`config.mk`:
```
export PLATFORM = sky130hd
export DESIGN_NAME = if_fetch
export DESIGN_NICKNAME = d
export VERILOG_FILES = /design/src/rtl/riscv_pkg.sv /design/src/rtl/if_pc_reg.sv /design/src/rtl/if_fetch.sv
export SDC_FILE = /design/constraint.sdc
export NUM_CORES = 1
export LEC_CHECK = 0
export CORE_ASPECT_RATIO = 1.5
export CORE_MARGIN = 8
export CORE_UTILIZATION = 43
export DETAILED_ROUTE_END_ITERATION = 8
export GPL_TIMING_DRIVEN = 0
export PLACE_DENSITY = 0.77
export SETUP_SLACK_MARGIN = 0.3
export SLEW_MARGIN = 10
export SYNTH_ARGS = -nofsm -noshare
export SYNTH_HDL_FRONTEND = slang
export SYNTH_SLANG_ARGS = --single-unit
```
`constraint.sdc`:
```
create_clock -name clk -period 2.2 [get_ports clk]
set_input_delay 0.44 -clock clk [delete_from_list [all_inputs] [get_ports clk]]
set_output_delay 0.44 -clock clk [all_outputs]
set_load 0.01 [all_outputs]
```
`src/rtl/riscv_pkg.sv`:
```
// Shared RISC-V front-end types and constants: fetch FSM encoding, datapath
// width, PC increment and the IF/ID flush word.
package riscv_pkg;

   localparam int XLEN = 32;
   localparam logic [XLEN-1:0] PC_INC = 32'd4;
   localparam logic [XLEN-1:0] NOP_BUBBLE = 32'h0000_0000;

   typedef enum logic [1:0] {
      IDLE    = 2'd0,
      WAIT    = 2'd1,
      PRESENT = 2'd2,
      DROP    = 2'd3
   } fetch_state_e;

   // Instruction addresses are word aligned; low bits of any target are dropped.
   function automatic logic [XLEN-1:0] word_align(input logic [XLEN-1:0] a);
      return {a[XLEN-1:2], 2'b00};
   endfunction

endpackage

```
`src/rtl/if_pc_reg.sv`:
```
// Program counter register with +4 incrementer and aligned redirect select.
// pc_next is exported so the fetch FSM can latch the same value pc will take.
module if_pc_reg
   import riscv_pkg::*;
#(
   parameter logic [XLEN-1:0] RESET_PC = 32'h0000_0000
) (
   input  logic            clk,
   input  logic            rst_n,
   input  logic            redirect,
   input  logic [XLEN-1:0] target,
   input  logic            advance,
   input  logic [XLEN-1:0] base,
   output logic [XLEN-1:0] pc,
   output logic [XLEN-1:0] pc_next,
   output logic [XLEN-1:0] base_inc
);

   assign base_inc = base + PC_INC;

   always_comb begin
      pc_next = pc;
      if (redirect)
         pc_next = word_align(target);
      else if (advance)
         pc_next = base_inc;
   end

   always_ff @(posedge clk or negedge rst_n) begin
      if (!rst_n)
         pc <= RESET_PC;
      else
         pc <= pc_next;
   end

endmodule

```
`src/rtl/if_fetch.sv`:
```
// Instruction fetch stage: single-outstanding imem request, IF/ID output
// registers with stall hold, and branch redirect with stale-fetch discard.
module if_fetch
   import riscv_pkg::*;
#(
   parameter logic [XLEN-1:0] RESET_PC = 32'h0000_0000,
   parameter logic [XLEN-1:0] BUBBLE   = NOP_BUBBLE
) (
   input  logic            clk,
   input  logic            rst_n,
   input  logic            NextPCSrc_in,
   input  logic [XLEN-1:0] branch_target_in,
   input  logic            hazard_detection,
   output logic            imem_req,
   output logic [XLEN-1:0] imem_addr,
   input  logic            imem_ack,
   input  logic [XLEN-1:0] imem_rdata,
   output logic [XLEN-1:0] instruction_out,
   output logic [XLEN-1:0] pc_out_out,
   output logic [XLEN-1:0] sum_out_out,
   output logic            fetch_valid
);

   fetch_state_e    state;
   logic [XLEN-1:0] req_addr;
   logic [XLEN-1:0] pc;
   logic [XLEN-1:0] pc_next;
   logic [XLEN-1:0] req_inc;
   logic            redirect;
   logic            advance;

   // Redirects are meaningless before the first fetch has been launched.
   assign redirect = NextPCSrc_in && (state != IDLE);
   assign advance  = (state == WAIT) && imem_ack && !NextPCSrc_in;

   // Pure state decodes: no path from imem_ack back to the request.
   assign imem_req  = (state == WAIT) || (state == DROP);
   assign imem_addr = req_addr;

   if_pc_reg #(.RESET_PC(RESET_PC)) u_pc (
      .clk      (clk),
      .rst_n    (rst_n),
      .redirect (redirect),
      .target   (branch_target_in),
      .advance  (advance),
      .base     (req_addr),
      .pc       (pc),
      .pc_next  (pc_next),
      .base_inc (req_inc)
   );

   always_ff @(posedge clk or negedge rst_n) begin
      if (!rst_n) begin
         state           <= IDLE;
         req_addr        <= RESET_PC;
         instruction_out <= BUBBLE;
         pc_out_out      <= '0;
         sum_out_out     <= '0;
         fetch_valid     <= 1'b0;
      end else begin
         case (state)
            IDLE: begin
               req_addr <= pc;
               state    <= WAIT;
            end
            WAIT: begin
               if (NextPCSrc_in && imem_ack) begin
                  req_addr <= pc_next;
               end else if (NextPCSrc_in) begin
                  state <= DROP;
               end else if (imem_ack) begin
                  instruction_out <= imem_rdata;
                  pc_out_out      <= req_addr;
                  sum_out_out     <= req_inc;
                  fetch_valid     <= 1'b1;
                  state           <= PRESENT;
               end
            end
            PRESENT: begin
               // Redirect and consume both flush IF/ID; pc_next already
               // holds either the aligned target or the sequential pc.
               if (NextPCSrc_in || !hazard_detection) begin
                  instruction_out <= BUBBLE;
                  pc_out_out      <= '0;
                  sum_out_out     <= '0;
                  fetch_valid     <= 1'b0;
                  req_addr        <= pc_next;
                  state           <= WAIT;
               end
            end
            DROP: begin
               // Stale request stays on the bus until memory answers it.
               if (imem_ack) begin
                  req_addr <= pc_next;
                  state    <= WAIT;
               end
            end
            default: state <= IDLE;
         endcase
      end
   end

endmodule

```
==> summary.md, run 1 <==
| Metric | Value |
|---|---|
| Status | `completed` |
| Mapped cell area | `between 6000 and 7000 um^2` |
| Fraction of layout cells with a size suffix above 1 | `0.192` |
| Synth Register Bits | `161` |
| Top FF cell, synth | `dfrtp_1` |
| Crit start category | `flip-flop` |
| Clock network fraction of total power | `0.253` |
| CP Class | `reg -> reg` |
| Yosys Warn Count | `0` |
| Met3 Use GR | `0.0616` |
| Max IR drop VDD | `~0.00071 V` |
| WP data arrival | `around 2.4 ns` |
| Sw frac | `0.325` |
| Top area cells in the synthesized netlist | `dfrtp_1, a22o_1, nand2_1` |
| Routed wire length | `about 23,000 um` |
| Final setup fails | `0` |
| Int Power | `between 8000 and 9000 uW` |
| Largest net degree at the start of global routing | `around 110` |
| Layout area overhead | `50.3%` |
| Post-placement cell count | `just under 1,000` |
| Net switching power | `around 3900 uW` |
| DRT Pass-1 Iters | `5` |
| IO Pins | `199` |
| Synth unique cells | `between 40 and 50` |
| Min Tclk post-route | `~2 ns` |
| Post-route clock period utilization | `0.929` |
| Leak | `around 0.0045 uW` |
| Mapped Cells | `590` |
| Slew Limit Fails | `0` |
| H-tree depth | `4` |
| Rows | `55` |
| RR Startpoint | `imem_addr[7]` |
| CP Data Required Time | `2.55 ns` |
| Die footprint | `roughly 20,000 um^2` |
| Clock transition at path regs | `approximately 0.060 ns` |
| CP max FO | `9` |
| Setup TNS Final | `0 ns` |
| Total global routing overflow | `0` |
| Core box area | `approximately 15,000 um^2` |
| Setup slack after layout | `roughly 0.16 ns` |
| Initial antenna violation count | `0` |
| RSZ-0062 raised after global routing | `yes` |
| Slew HR | `0.598` |
| Latest clock arrival within the worst-skew pair | `roughly 0.43 ns` |
| Final std cells w/o fill | `1,050` |
| Share of the synthesized area in the top cell type | `0.606` |
| # nets final | `between 900 and 1,000` |
| CTS buffer count | `17` |
| Area leader, netlist | `dfrtp_1` |
| Die height | `between 150 and 200 um` |
| Place WS | `-0.856 ns` |
| Diodes inserted | `0` |
| Fmax | `approximately 0.49 GHz` |
| Mapped Avg Cell Area | `11.3 um^2` |
| WHS | `0.427 ns` |
| Global routing usage on met2 | `0.411` |
| FFs w/ async S/R, synth | `1.00` |
| First-pass GRT wire length | `around 36,000 um` |
| Fin Clk Skew | `0.0109 ns` |
| Dpl cell area | `about 8900 um^2` |
| Met1 Use GR | `0.246` |
| Hold depth | `4` |
| RD Place Congestion | `0.866` |
| Tot GR Track Use | `0.233` |
| Die W | `roughly 120 um` |
| Reg2Reg Depth | `5` |
| Vias per inst | `around 5.7` |
| Crit path capture type | `flip-flop` |
| Initial drt markers | `between 400 and 500` |
| Worst min path class | `in -> reg` |
| Final Hold Fails | `0` |
| Post-route ant nets | `0` |
| CTS tree | `built` |
| Max cap viols | `0` |
| Root Buffer | `clkbuf_16` |
| Critical Path Start | `imem_addr[7]` |
| Hold Path Origin | `imem_ack` |
| Via count | `between 5,000 and 6,000` |
| Measured slew at the worst slew-check pin | `~0.60 ns` |
| Cell area after layout | `around 10,000 um^2` |
| Vias in the first global route | `~6,400` |
| Pwr dens | `1190 nW/um^2` |
| Wire per inst | `22.0 um` |
| DR DRC count | `0` |
| GRT Max-Usage Layer | `met2` |
| CTS max path bufs | `2` |
| DP HPWL | `approximately 16,000 um` |
| Clk sinks | `161` |
| Buffers on Ports | `195` |
| Synth cell count leaders | `dfrtp_1, nand2_1, a22o_1` |
| Logic pwr share | `0.354` |
| Register share of total power | `0.393` |
| Mapped Nets | `660` |
| Most instantiated library cell after synthesis | `dfrtp_1` |
| Sequential fraction of the synthesis area | `0.606` |
| Post-synth EDFFs | `0` |
| Initial Util | `0.439` |
| Fill count | `approximately 1,100` |
[worst max-delay path: stages, from the launching register on]
cell	delay, ns
dfrtp_2	0.46
nand3_4	0.17
or4_4	0.57
or4_4	0.44
a31o_1	0.21
a21oi_2	0.12
[power by group through the flow]
stage,sequential (uW),clock (uW),combinational (uW)
floorplan,4910,0,1250
CTS,4670,3050,4100
detailed placement,4710,0,3910
finish,4670,3010,4210
global placement,4660,0,3830
global route,4780,3160,4520
[cells by family (layout without fill, tap and decap cells)]
logic type,after synthesis,count (layout),share of synthesized area
fa+ha+maj,1,1,0.00188
buf+inv,48,309,0.0305
xor+xnor,22,22,0.0290
mux,13,13,0.0216
compound gates,186,186,0.195
flops,161,161,0.606
simple gates,159,159,0.117
[per-stage QoR]
stage               utilization  power [uW]
floorplan                     -        6160
global placement          0.588        8490
detailed placement        0.590        8620
CTS                       0.647       11800
global route              0.661       12500
finish                    0.661       11900
[what timing repair did]
item | in CTS | in global routing
setup buffers | 19 | 14
hold endpoints to repair | 49 | 0
hold buffers | 1 | 0
pin swaps | 4 | 4
setup endpoints to repair | 181 | 136
resized for setup | 63 | 56
gates cloned | 0 | 0
[sequential cells by signal, summed over array words and instances, names as in the netlist]
name / count
imem_addr: 32
instruction_out: 32
pc_out_out: 32
u_pc.pc: 32
sum_out_out: 30
state: 2
fetch_valid: 1
[cell type report]
cell class / instances / area (um^2) / share of cell area
Inverter: 6 / 22.5 / 0.00225
Buffer: 42 / 265 / 0.0265
Clock buffer: 21 / 480 / 0.0480
Clock inverter: 10 / 126 / 0.0126
Multi-Input combinational cell: 381 / 2540 / 0.254
Timing Repair Buffer: 230 / 2260 / 0.226
Sequential cell: 161 / 4060 / 0.406
Tap cell: 199 / 249 / 0.0249
[final timing paths]
path,endpoint,slack [ns]
min in group asynchronous,pc_out_out[10],0.52
setup reg to reg,imem_addr[22],0.16
setup / recovery,imem_addr[22],0.16
hold / removal,state[1],0.43
hold reg to reg,sum_out_out[3],0.48
max in group asynchronous,imem_addr[29],0.73
[per-layer routing]
layer | share of wire | vias up
met2 | 0.53 | 249
met5 | 0 | -
li1 | - | 2638
met3 | 0.060 | 70
met1 | 0.36 | 3009
met4 | 0.050 | 0
[placed cells by master, fill, tap and decap left out, types with 10 or more instances in the layout]
cell             Yosys  layout
dfrtp_2              0      23
and3_1              13      13
nand3_1             12      11
o21ai_0             52      49
buf_4                3      39
clkbuf_2             0      10
clkdlybuf4s50_1      0     173
clkbuf_16            0      17
a22oi_1             19      19
nand2_1             78      78
dfrtp_1            161     138
xor2_1              15      15
a22o_1              58      57
dlymetal6s2s_1       0      12
mux2_2              11      11
a21oi_1             28      26
nor2_1              22      18
Note: power is estimated with default switching activity, not from simulation.
==> run 2, diff against run 1 <==
--- a/config.mk
+++ b/config.mk
@@ -6,7 +6,7 @@
 export NUM_CORES = 1
 export LEC_CHECK = 0
 export CORE_ASPECT_RATIO = 1.5
-export CORE_MARGIN = 8
+export CORE_MARGIN = 3
 export CORE_UTILIZATION = 43
 export DETAILED_ROUTE_END_ITERATION = 8
 export GPL_TIMING_DRIVEN = 0
==> summary.md, run 2 (synthesis gave the netlist of run 1 again) <==
| Metric | Value |
|---|---|
| Max cap viols | `0 (unchanged)` |
| Clock transition at path regs | `0.07 ns (about the same)` |
| RD Place Congestion | `0.874 (+0.92%)` |
| DRT Pass-1 Iters | `5 (unchanged)` |
| RR Startpoint | `imem_addr[7]` |
| Commonest non-fill, non-tap cell in the layout | `clkdlybuf4s50_1` |
| Latest clock arrival within the worst-skew pair | `0.42 ns (about the same)` |
| Core box area | `15,100 um^2 (unchanged)` |
| Most frequent cells in the layout | `clkdlybuf4s50_1, dfrtp_1, nand2_1, a22o_1, o21ai_0` |
| Die footprint | `17,000 um^2 (-14%)` |
| Via count | `6,030 (+1.1%)` |
| Status | `completed` |
| Fraction of layout cells with a size suffix above 1 | `0.205 (+0.0134)` |
| Tot GR Track Use | `0.258 (+0.0255)` |
| Max IR drop VDD | `0.000729 V (+2.9%)` |
| Fin Clk Skew | `0.0117 ns (+0.000811 ns)` |
| IO Pins | `199 (unchanged)` |
| Setup TNS Final | `0 ns (unchanged)` |
| CTS max path bufs | `2 (unchanged)` |
| Initial Util | `0.439 (unchanged)` |
| Fmax | `0.482 GHz (-1.5%)` |
| Post-route clock period utilization | `0.943 (+0.0144)` |
| Initial drt markers | `422 (+5.2%)` |
| CP max FO | `9 (unchanged)` |
| CP Class | `reg -> reg` |
| CTS buffer count | `17 (unchanged)` |
| WP data arrival | `2.42 ns (+0.03 ns)` |
| Dpl cell area | `8930 um^2 (unchanged)` |
| Post-route ant nets | `0 (unchanged)` |
| CTS tree | `built` |
| Final setup fails | `0 (unchanged)` |
| DR DRC count | `0 (unchanged)` |
| Largest net degree at the start of global routing | `84 (-26%)` |
| Wire per inst | `21.5 um (-2.4%)` |
| Die W | `108 um (-8.5%)` |
| Root Buffer | `clkbuf_16` |
| Slew Limit Fails | `0 (unchanged)` |
| Layout area overhead | `52.1%` |
| Buffers on Ports | `195 (unchanged)` |
| DP HPWL | `15,300 um (-6.5%)` |
| H-tree depth | `4 (unchanged)` |
| Rows | `55 (unchanged)` |
| Crit start category | `flip-flop` |
| Diodes inserted | `0 (unchanged)` |
| Leak | `0.00455 uW (+0.89%)` |
| Cell area after layout | `10,100 um^2 (+1.2%)` |
| Routed wire length | `22,700 um (-2.1%)` |
| CP Data Required Time | `2.54 ns (about the same)` |
| Initial antenna violation count | `0 (unchanged)` |
| Critical Path Start | `imem_addr[7]` |
| Worst min path class | `in -> async` |
| Clk sinks | `161 (unchanged)` |
| Vias per inst | `5.73 (+0.78%)` |
| Final Hold Fails | `0 (unchanged)` |
| Pwr dens | `1170 nW/um^2 (-1.4%)` |
| Total global routing overflow | `0 (unchanged)` |
| RSZ-0062 raised after global routing | `yes` |
| Measured slew at the worst slew-check pin | `0.637 ns (+0.0338 ns)` |
| Vias in the first global route | `6,085 (-5.0%)` |
| Die height | `158 um (-5.9%)` |
| First-pass GRT wire length | `33,900 um (-6.6%)` |
| Min Tclk post-route | `2.07 ns (+0.0317 ns)` |
| Crit path capture type | `flip-flop` |
| # nets final | `912 (+0.33%)` |
| Slew HR | `0.576 (-0.0226)` |
[run 2: changes by cell type in the layout (fill, tap and decap cells not counted), sizes merged, moves of 2 or more]
| cell | previous run | this run |
|---|---|---|
| buf | 50 | 52 |
| clkdlybuf4s50 | 173 | 176 |
| dlygate4sd2 | 9 | 7 |
| dlymetal6s2s | 12 | 10 |
[run 2: metal layers]
layer / track usage / vias up / wire length [um] / part of all wire
li1: - / 2638 / - / -
met1: 0.315 / 3022 / 8310 / 0.37
met2: 0.447 / 300 / 12000 / 0.53
met3: 0.0544 / 70 / 1430 / 0.063
met4: 0.102 / 0 / 875 / 0.039
met5: 0 / - / 0 / 0
[run 2: area by class of cell]
| class | count | area, um^2 |
|---|---|---|
| fillers | 1126 | 5020 |
| flip-flops and latches | 161 | 4060 |
| multi-input cells | 381 | 2650 |
| repair buffers | 233 | 2290 |
| clock buffers | 19 | 443 |
| plain buffers | 42 | 282 |
| well taps | 199 | 249 |
| clock inverters | 12 | 133 |
| inverters | 6 | 22.5 |
[run 2: final timing paths]
path	endpoint	slack [ns]	depth (start not counted)
worst max-delay path	imem_addr[22]	0.13	5
worst min-delay path	sum_out_out[24]	0.008	1
worst max register to register	imem_addr[22]	0.13	5
worst min register to register	sum_out_out[3]	0.48	2
max in group asynchronous	imem_addr[18]	1.36	2
min in group clk	state[1]	0.45	4
[run 2: what timing repair did]
| action | CTS | global route |
|---|---|---|
| resized for setup | 70 | 70 |
| pin swaps | 7 | 5 |
| buffers inserted | 19 | 18 |
| hold buffers | 0 | 0 |
| endpoints found under the setup margin | 181 | 154 |
| gates cloned | 0 | 0 |
[run 2: critical path, stage by stage (launching register included)]
cell,delay (ns)
dfrtp_2,0.45
nand3_4,0.18
or4_4,0.58
or4_4,0.44
a31o_1,0.22
a21oi_2,0.13
[run 2: stage by stage]
stage / worst slack (ns) / cells / power, uW / util / hold WS (ns)
6_report: 0.125 / 1053 / 11900 / 0.669 / 0.00787
5_1_grt: 0.0955 / 1053 / 12400 / 0.669 / 0.0470
4_1_cts: 0.142 / 1035 / 11700 / 0.647 / 0.0261
3_5_place_dp: -0.870 / 985 / 8570 / 0.590 / 0.465
3_3_place_gp: -6.14 / 984 / 8430 / 0.588 / 0.467
2_1_floorplan: 0.207 / 590 / 6160 / - / 0.144
[run 2: where the power goes]
part           internal [uW]  switching (uW)
combinational           2370            1900
sequential              3900             777
clock                   1700            1220
==> run 3, diff against run 2 <==
--- a/config.mk
+++ b/config.mk
@@ -10,7 +10,7 @@
 export CORE_UTILIZATION = 43
 export DETAILED_ROUTE_END_ITERATION = 8
 export GPL_TIMING_DRIVEN = 0
-export PLACE_DENSITY = 0.77
+export PLACE_DENSITY = 0.85
 export SETUP_SLACK_MARGIN = 0.3
 export SLEW_MARGIN = 10
 export SYNTH_ARGS = -nofsm -noshare
==> summary.md, run 3 (synthesis gave the netlist of run 1 again) <==
| Metric | Value |
|---|---|
| Status | `finished with violations` |
| Failing checks | `hold timing` |
| Rows | `55 (unchanged)` |
| RSZ-0062 raised after global routing | `yes` |
| CTS tree | `built` |
| PnR Total Power | `12,300 uW (+3.5%)` |
| CTS max path bufs | `2 (unchanged)` |
| Slew Limit Fails | `0 (unchanged)` |
| Largest net degree at the start of global routing | `86 (+2.4%)` |
| Latest clock arrival within the worst-skew pair | `0.42 ns (about the same)` |
| Initial antenna violation count | `1 (+1)` |
| WP data arrival | `2.43 ns (about the same)` |
| Wire per inst | `21.8 um (+1.1%)` |
| Core box area | `15,100 um^2 (unchanged)` |
| Cell area after layout | `10,400 um^2 (+2.4%)` |
| Dpl cell area | `8930 um^2 (unchanged)` |
| Area of the multi-input gates | `2680 um^2 (+1.4%)` |
| IO Pins | `199 (unchanged)` |
| Die footprint | `17,000 um^2 (unchanged)` |
| Post-route ant nets | `0 (unchanged)` |
| Pwr dens | `1180 nW/um^2 (+0.99%)` |
| DP HPWL | `14,900 um (-2.2%)` |
| RD Place Congestion | `0.820 (-6.2%)` |
| Max IR drop VDD | `0.000846 V (+16%)` |
| Measured slew at the worst slew-check pin | `0.598 ns (-0.0387 ns)` |
| Sw frac | `0.331 (+0.00271)` |
| Clock transition at path regs | `0.07 ns (about the same)` |
| First-pass GRT wire length | `33,600 um (-0.85%)` |
| Fin Clk Skew | `0.00671 ns (-0.00503 ns)` |
| Fraction of layout cells with a size suffix above 1 | `0.240 (+0.0354)` |
| Initial drt markers | `545 (+29%)` |
| DRT Pass-1 Iters | `5 (unchanged)` |
| Root Buffer | `clkbuf_16` |
| Worst min path class | `in -> async` |
| Final setup fails | `0 (unchanged)` |
| # nets final | `931 (+2.1%)` |
| Final Hold Fails | `8 (+8)` |
| Core Util, Final | `0.685 (+0.0164)` |
| DR DRC count | `0 (unchanged)` |
| Post-route clock period utilization | `0.966 (+0.0225)` |
| Clk sinks | `161 (unchanged)` |
| Routed wire length | `23,400 um (+3.2%)` |
| Die height | `158 um (unchanged)` |
| Logic pwr share | `0.359 (about the same)` |
| CP max FO | `3 (-6)` |
| Crit path capture type | `flip-flop` |
| Crit start category | `flip-flop` |
| Sequential cell area | `4060 um^2 (about the same)` |
| Max cap viols | `0 (unchanged)` |
| WHS | `-0.0114 ns (-0.0192 ns)` |
| Fmax | `0.471 GHz (-2.3%)` |
| Via count | `6,154 (+2.1%)` |
| Buffers on Ports | `195 (unchanged)` |
| Min Tclk post-route | `2.12 ns (+0.0496 ns)` |
| Die W | `108 um (unchanged)` |
| Clock network fraction of total power | `0.260 (+0.014)` |
| CTS buffer count | `17 (unchanged)` |
| Leak | `0.00469 uW (+3.0%)` |
| Register share of total power | `0.382 (-0.012)` |
| Initial Util | `0.439 (unchanged)` |
| Most frequent cells in the layout | `clkdlybuf4s50_1, dfrtp_1, nand2_1, buf_4, a22o_1` |
| CP Data Required Time | `2.50 ns (-0.04 ns)` |
| Vias per inst | `5.73 (about the same)` |
| Slew HR | `0.601 (+0.0258)` |
| Int Power | `8210 uW (+3.0%)` |
| Vias in the first global route | `5,953 (-2.2%)` |
| Fill count | `1,101 (-2.2%)` |
| Layout area overhead | `55.9%` |
| Total global routing overflow | `0 (unchanged)` |
| CP Class | `reg -> reg` |
| Net switching power | `4070 uW (+4.3%)` |
| Tot GR Track Use | `0.259 (+0.000955)` |
| Commonest non-fill, non-tap cell in the layout | `clkdlybuf4s50_1` |
| H-tree depth | `4 (unchanged)` |
run 3: cell count changes in the layout (fill, tap and decap cells not counted), sizes merged:
cell,delta
dlymetal6s2s,-2
clkinvlp,-1
clkbuf,-3
buf,+21
dlygate4sd2,+2
clkinv,-4
bufinv,+1
inv,+6
diode,+1
run 3: worst paths after layout:
check,from,end,slack (ns),depth (start not counted)
max reg2reg,imem_addr[12],u_pc.pc[22],0.08,7
max in group asynchronous,rst_n,imem_addr[10],1.36,2
max,imem_addr[12],u_pc.pc[22],0.08,7
min,rst_n,instruction_out[3],-0.01,1
min reg2reg,sum_out_out[28],sum_out_out[28],0.48,2
min in group clk,imem_ack,state[0],0.41,4
run 3: routing by layer:
layer | part of all wire | track usage
met1 | 0.38 | 0.325
met2 | 0.51 | 0.442
met3 | 0.069 | 0.0552
met4 | 0.045 | 0.0951
met5 | 0 | 0
run 3: power groups by stage:
stage,logic [uW],registers [uW],clock network (uW)
floorplan,1250,4910,0
global placement,3780,4660,0
detailed placement,3850,4680,0
CTS,4120,4650,3200
global route,4680,4790,3320
finish,4400,4690,3190
run 3: worst max-delay path, stage by stage (launching register included):
cell     delay (ns)
dfrtp_1        0.37
buf_6          0.13
nand4_4        0.10
or4_4          0.59
buf_4          0.19
o31ai_4        0.25
a31o_1         0.27
inv_1          0.09
run 3: what timing repair did:
| action | 4_1_cts | 5_1_grt |
|---|---|---|
| hold buffers | 0 | 0 |
| endpoints found under the hold margin | 0 | 0 |
| pin swaps | 8 | 12 |
| setup endpoints to repair | 179 | 158 |
| setup buffers | 30 | 26 |
| gates resized for setup | 82 | 94 |
run 3: per-stage QoR:
step           setup TNS, ns  cells  worst slack, ns  hold slack, ns
2_1_floorplan              0    590            0.207           0.144
6_report                   0   1074           0.0756         -0.0114
3_5_place_dp          -97.89    985           -0.982           0.452
5_1_grt                    0   1074           0.0654          0.0220
3_3_place_gp        -1036.00    984            -6.46           0.463
4_1_cts                    0   1047            0.160         0.00821
run 3: final cells by class:
| type | instances | area share |
|---|---|---|
| Buffer | 42 | 0.0282 |
| Tap cell | 199 | 0.0240 |
| Antenna cell | 1 | 0.000241 |
| Clock inverter | 14 | 0.0182 |
| Inverter | 6 | 0.00217 |
| Timing Repair Buffer | 252 | 0.234 |
| Clock buffer | 18 | 0.0424 |
| Sequential cell | 161 | 0.392 |
| Multi-Input combinational cell | 381 | 0.259 |
